[config.mk]
export PLATFORM = sky130hd
export DESIGN_NAME = fifo_uart_tx
export DESIGN_NICKNAME = d
export VERILOG_FILES = /design/src/rtl/uart_pkg.sv /design/src/rtl/uart_baud_gen.sv /design/src/rtl/fifo_uart_tx.sv
export SDC_FILE = /design/constraint.sdc
export NUM_CORES = 1
export LEC_CHECK = 0
export CAP_MARGIN = 20
export CORE_ASPECT_RATIO = 1.5
export CORE_UTILIZATION = 40
export CTS_BUF_LIST = sky130_fd_sc_hd__clkbuf_2 sky130_fd_sc_hd__clkbuf_4 sky130_fd_sc_hd__clkbuf_8
export DETAILED_ROUTE_END_ITERATION = 10
export PLACE_DENSITY = 0.64
export REMOVE_ABC_BUFFERS = 1
export SLEW_MARGIN = 20
export SYNTH_ARGS = -nofsm -noshare
export SYNTH_HDL_FRONTEND = slang
export SYNTH_HIERARCHICAL = 1
export SYNTH_SLANG_ARGS = --single-unit
[constraint.sdc]
create_clock -name clk_rd -period 3.52 [get_ports clk_rd]
set_clock_uncertainty 0.1 [all_clocks]
set_input_delay 0.352 -clock clk_rd [delete_from_list [all_inputs] [get_ports clk_rd]]
set_output_delay 0.352 -clock clk_rd [all_outputs]
set_load 0.01 [all_outputs]
[src/rtl/uart_pkg.sv]
// Shared UART definitions: FSM state encoding, default clock/line rates and the
// bit-period helper. Used by the transmitter and the upcoming receiver.
package uart_pkg;

    typedef enum logic [2:0] {
        ST_IDLE   = 3'd0,
        ST_START  = 3'd1,
        ST_DATA   = 3'd2,
        ST_PARITY = 3'd3,
        ST_STOP   = 3'd4
    } uart_state_e;

    localparam int unsigned DEFAULT_CLK_FREQ  = 50_000_000;
    localparam int unsigned DEFAULT_BAUD_RATE = 115_200;

    // Clock cycles per serial bit; callers must keep the result >= 2.
    function automatic int unsigned clks_per_bit(input int unsigned clk_freq,
                                                 input int unsigned baud_rate);
        return clk_freq / baud_rate;
    endfunction

endpackage

[src/rtl/uart_baud_gen.sv]
// Bit-period counter: counts 0..CLKS_PER_BIT-1 and wraps, with a synchronous clear.
// Ports:
//   clk_i   clock
//   rst_ni  asynchronous active-low reset
//   clr_i   synchronous clear, holds the count at 0
//   cnt_o   current count within the bit period
//   tick_o  high during the last cycle of each bit period (count == CLKS_PER_BIT-1)
module uart_baud_gen
    import uart_pkg::*;
#(
    parameter int unsigned CLKS_PER_BIT = 4
) (
    input  logic                            clk_i,
    input  logic                            rst_ni,
    input  logic                            clr_i,
    output logic [$clog2(CLKS_PER_BIT)-1:0] cnt_o,
    output logic                            tick_o
);

    localparam int unsigned    CNT_W   = $clog2(CLKS_PER_BIT);
    localparam logic [CNT_W-1:0] CNT_MAX = CNT_W'(CLKS_PER_BIT - 1);

    logic [CNT_W-1:0] cnt_q, cnt_d;
    logic             tick_q;

    // Next count: wrap at the end of the bit period, or restart on clear.
    always_comb begin
        cnt_d = cnt_q + CNT_W'(1);
        if (clr_i || (cnt_q == CNT_MAX)) begin
            cnt_d = '0;
        end
    end

    // Tick is registered from the next count so it lines up with cnt_q == CNT_MAX.
    always_ff @(posedge clk_i or negedge rst_ni) begin
        if (!rst_ni) begin
            cnt_q  <= '0;
            tick_q <= 1'b0;
        end else begin
            cnt_q  <= cnt_d;
            tick_q <= (cnt_d == CNT_MAX);
        end
    end

    assign cnt_o  = cnt_q;
    assign tick_o = tick_q;

endmodule

[src/rtl/fifo_uart_tx.sv]
// UART transmitter draining a first-word-fall-through FIFO in the read clock domain.
// Each popped word goes out as start bit, DATAWIDTH data bits LSB first, optional
// parity bit and STOP_BITS stop bits.
// Ports:
//   clk_rd        read-side clock
//   rrst_n        asynchronous active-low reset
//   I_enable      allow new frames to start
//   I_empty       FIFO empty flag
//   I_data_in     FIFO head word, valid while I_empty is low
//   O_rden        combinational one-cycle pop strobe
//   O_txd         serial line, idle high
//   O_busy        frame in progress
//   O_frame_done  one-cycle pulse on the last cycle of the final stop bit
module fifo_uart_tx
    import uart_pkg::*;
#(
    parameter int unsigned CLK_FREQ   = DEFAULT_CLK_FREQ,
    parameter int unsigned BAUD_RATE  = DEFAULT_BAUD_RATE,
    parameter int unsigned DATAWIDTH  = 8,
    parameter int unsigned PARITY_EN  = 0,
    parameter int unsigned PARITY_ODD = 0,
    parameter int unsigned STOP_BITS  = 1
) (
    input  logic                 clk_rd,
    input  logic                 rrst_n,
    input  logic                 I_enable,
    input  logic                 I_empty,
    input  logic [DATAWIDTH-1:0] I_data_in,
    output logic                 O_rden,
    output logic                 O_txd,
    output logic                 O_busy,
    output logic                 O_frame_done
);

    localparam int unsigned CLKS_PER_BIT = clks_per_bit(CLK_FREQ, BAUD_RATE);
    localparam int unsigned CNT_W        = $clog2(CLKS_PER_BIT);
    localparam int unsigned IDX_W        = (DATAWIDTH > 1) ? $clog2(DATAWIDTH) : 1;

    uart_state_e          state_q;
    logic [DATAWIDTH-1:0] shift_q;
    logic                 par_q;
    logic [IDX_W-1:0]     bit_idx_q;
    logic                 txd_q;
    logic                 busy_q;
    logic                 done_q;

    logic [CNT_W-1:0]     baud_cnt;
    logic                 baud_tick;
    logic                 baud_clr;
    logic                 last_stop;
    logic                 done_pre;

    // Counter parks at 0 while idle so the start bit always gets a full period.
    assign baud_clr = (state_q == ST_IDLE);

    uart_baud_gen #(
        .CLKS_PER_BIT(CLKS_PER_BIT)
    ) u_baud_gen (
        .clk_i (clk_rd),
        .rst_ni(rrst_n),
        .clr_i (baud_clr),
        .cnt_o (baud_cnt),
        .tick_o(baud_tick)
    );

    // Pop is suppressed while reset is held so an aborted frame never drains a word.
    assign O_rden = rrst_n & (state_q == ST_IDLE) & I_enable & ~I_empty;

    assign last_stop = (bit_idx_q == IDX_W'(STOP_BITS - 1));
    // One cycle early so the registered pulse lands on the final stop-bit cycle.
    assign done_pre  = (state_q == ST_STOP) && last_stop &&
                       (baud_cnt == CNT_W'(CLKS_PER_BIT - 2));

    // Frame sequencer, shift register and line driver.
    always_ff @(posedge clk_rd or negedge rrst_n) begin
        if (!rrst_n) begin
            state_q   <= ST_IDLE;
            shift_q   <= '0;
            par_q     <= 1'b0;
            bit_idx_q <= '0;
            txd_q     <= 1'b1;
            busy_q    <= 1'b0;
            done_q    <= 1'b0;
        end else begin
            done_q <= done_pre;
            if (O_rden) begin
                state_q   <= ST_START;
                shift_q   <= I_data_in;
                par_q     <= (^I_data_in) ^ 1'(PARITY_ODD);
                bit_idx_q <= '0;
                txd_q     <= 1'b0;
                busy_q    <= 1'b1;
            end else if (baud_tick) begin
                unique case (state_q)
                    ST_START: begin
                        state_q   <= ST_DATA;
                        bit_idx_q <= '0;
                        txd_q     <= shift_q[0];
                    end
                    ST_DATA: begin
                        if (bit_idx_q == IDX_W'(DATAWIDTH - 1)) begin
                            bit_idx_q <= '0;
                            if (PARITY_EN != 0) begin
                                state_q <= ST_PARITY;
                                txd_q   <= par_q;
                            end else begin
                                state_q <= ST_STOP;
                                txd_q   <= 1'b1;
                            end
                        end else begin
                            bit_idx_q <= bit_idx_q + IDX_W'(1);
                            shift_q   <= shift_q >> 1;
                            txd_q     <= shift_q[1];
                        end
                    end
                    ST_PARITY: begin
                        state_q   <= ST_STOP;
                        bit_idx_q <= '0;
                        txd_q     <= 1'b1;
                    end
                    ST_STOP: begin
                        if (last_stop) begin
                            state_q   <= ST_IDLE;
                            bit_idx_q <= '0;
                            busy_q    <= 1'b0;
                        end else begin
                            bit_idx_q <= bit_idx_q + IDX_W'(1);
                        end
                    end
                    default: ;
                endcase
            end
        end
    end

    assign O_txd        = txd_q;
    assign O_busy       = busy_q;
    assign O_frame_done = done_q;

endmodule
==> flow_metrics.tcl <==
set metrics [dict create \
    outcome "complete, no violations" \
    grtUsageTotal_pct 16.1 \
    swShare_pct 20.6 \
    cts_sinks 27 \
    synth_area_mm2 0.00144 \
    final_cell_mix "26 x dfrtp_1, 23 x nor2_1, 17 x nand2_1, 15 x clkdlybuf4s50_1, 12 x a21oi_1" \
    p_switching_uw 108 \
    dieArea_mm2 0.00384 \
    cp_top_family "simple AND/OR/NAND/NOR gates" \
    nets 188 \
    layout_worst_path_cycle_share_pct 79.3 \
    synth_edf_count 0 \
    drive_gt1_share_pct 11.2 \
    synth.distinct_cells 39 \
    syn_inst 153 \
    slowest_delay_ns 0.56 \
    critPathArrivalTime_ns 2.34 \
    start_util_pct 42.1 \
    cp-end-kind "output port" \
    critical_path_class "reg2out" \
    crit_chain "or3_4 > or3_4 > clkinv_2 > clkdlybuf4s50_1" \
    gp_congestion 0.789 \
    placed_area_mm2 0.00163 \
    critPathMaxFanout 12 \
    drtAntennaViolNets 0 \
    fin_cells 212 \
    worstSkewPairLatency_ns 0.27 \
    cts_tree "built" \
    antenna_found_initial 0 \
    internal_power_uw 415 \
    post-dp-hpwl_um 2150 \
    drtIter0Drc 31 \
    min_path_type "reg2reg" \
    first_pass_iters 4 \
    cts_setup_buffers 0 \
    cts-resized-gates 0 \
    p_leak_uw 0.000733 \
    cts_buffers 3 \
    drc_errors 0 \
    layout_commonest_cell "dfrtp_1" \
    p_seq_share_pct 60.0 \
    ys.flop_type "dfrtp_1" \
    fin_util_pct 49.1 \
    max_freq_ghz 0.358 \
    synth_warnings 6 \
    diodes 0 \
    path_buf_inv 2 \
    cpMostUsedCell "or3_4" \
    finalHoldViolCount 0 \
    crit_path_top_delay_cell "clkdlybuf4s50_1" \
    std_cell_rows 26 \
    vias_per_cell 5.37 \
    cts_buffer_depth 2 \
    required_ns 3.07 \
    fp.dieW_um 51.0 \
    setup_ws_ns 0.730 \
    avgSynthCellArea_um2 9.40 \
    syn_to_final_growth_pct 16.6 \
    num_io_pins 16 \
    wl_per_cell_um 13.6 \
    pwr-share-comb_pct 4.8 \
    seq_area_frac_synth_pct 47.1 \
    period_minus_slack_ns 2.79 \
    hold_buffers 0 \
    setup_tns_ns 0 \
    cts_root_buf "clkbuf_8" \
    rsz0062_at_grt "no" \
    postSynth.asyncResetShare_pct 100 \
    p_clk_share_pct 35.2 \
    worst_pin_slew_ns 0.450 \
    grt-ovfl-total 0 \
    cts_max_level 1 \
    grt_pass1_wl_um 4570 \
    finalWirelength_um 2890 \
    vias 1139 \
    core_mm2 0.00342 \
    ys_ff_latch 27 \
    max_slew_margin_pct 70.0 \
    powerDensity_mw_per_mm2 312 \
    grt_pass1_vias 1093 \
    die_y_um 75.4 \
    clk_pin_slew_ns 0.09 \
    post-route-cell-area_mm2 0.00168 \
    setup_viol 0 \
    io_buffers 15 \
    slew_violations 0 \
    pre_cts_ws_ns 1.01 \
    irDropWorstVdd_uv 159 \
    cap_violations 0 \
    dp.cells 208 \
    cp-start-kind "flop" \
    grt_max_degree 28 \
    fillCellCount 325 \
]
## worst paths after layout
path | from | to | slack [ns] | cells after the start
setup / recovery | state_q[2] | O_rden | 0.73 | 4
hold / removal | O_txd | O_txd | 0.42 | 2
setup reg to reg | state_q[2] | bit_idx_q[2] | 1.46 | 5
hold reg to reg | O_txd | O_txd | 0.42 | 2
max in group asynchronous | rrst_n | O_txd | 2.57 | 2
min in group asynchronous | rrst_n | shift_q[5] | 0.44 | 2
## final cells by class
| type | count | area (µm²) | share of cell area [%] |
|---|---|---|---|
| clock buffer | 4 | 48.8 | 2.91 |
| sequential | 27 | 677 | 40.4 |
| timing repair buffer | 16 | 158 | 9.40 |
| inverter | 10 | 38.8 | 2.31 |
| multi-input combinational | 113 | 702 | 41.9 |
| tap | 42 | 52.6 | 3.13 |
## synthesized netlist by cell type, drive strengths merged, types with 3 or more instances
| cell type | number | share of area, % |
|---|---|---|
| a21oi | 18 | 7.8 |
| a31oi | 3 | 1.3 |
| dfrtp | 26 | 45 |
| ha | 5 | 4.4 |
| inv | 9 | 2.3 |
| nand2 | 17 | 4.4 |
| nand2b | 5 | 2.2 |
| nand3 | 5 | 2.1 |
| nor2 | 23 | 6.0 |
| nor2b | 3 | 1.3 |
| o21ai | 7 | 2.4 |
| or3 | 3 | 2.0 |
| xnor2 | 3 | 1.8 |
| xor2 | 3 | 1.8 |
## layer usage
metal | wire length (µm) | GRT usage, % | vias to the layer above
met3 | 61 | 2.00 | 4
met2 | 1550 | 29.4 | 18
met1 | 1240 | 17.5 | 559
met4 | 41 | 9.88 | 0
met5 | 0 | 0 | -
li1 | - | - | 558
## power groups by stage
stage | combinational, µW | clock [µW] | sequential, µW
after floorplan | 4.71 | 0 | 320
after global placement | 25.4 | 0 | 320
after detailed placement | 25.7 | 0 | 320
after CTS | 25.9 | 190 | 314
after global routing | 27.9 | 199 | 315
final | 25.1 | 184 | 314
## registers in the layout (all words and copies together), names as in the netlist
name               cells
u_baud_gen/cnt_o       9
shift_q                8
bit_idx_q              3
state_q                3
O_busy                 1
O_frame_done           1
O_txd                  1
u_baud_gen/tick_o      1
## worst register-to-register path, delay by kind of cell, from the launching register on
family          cells  cell delay [ns]
buf+inv             1             0.17
simple gates        3             0.98
compound gates      1             0.24
flops               1             0.46
## stage by stage
step / power (µW) / hold slack [ns]
after floorplan: 325 / -0.0436
after global placement: 346 / 0.394
after detailed placement: 346 / 0.405
after CTS: 530 / 0.426
after global routing: 542 / 0.435
final: 523 / 0.422
## cells by family (layout without fill, tap and decap cells)
kind of cell	Yosys count	count (layout)	share of synthesized area, %
AOI/OAI and AO/OA	35	35	16.9
xor gates and xnor gates	6	6	3.66
DFF	27	27	47.1
buffers and inverters	13	30	4.09
and+or+nand+nor	67	67	23.9
adders and majority gates	5	5	4.35
Note: power is estimated with default switching activity, not from simulation.
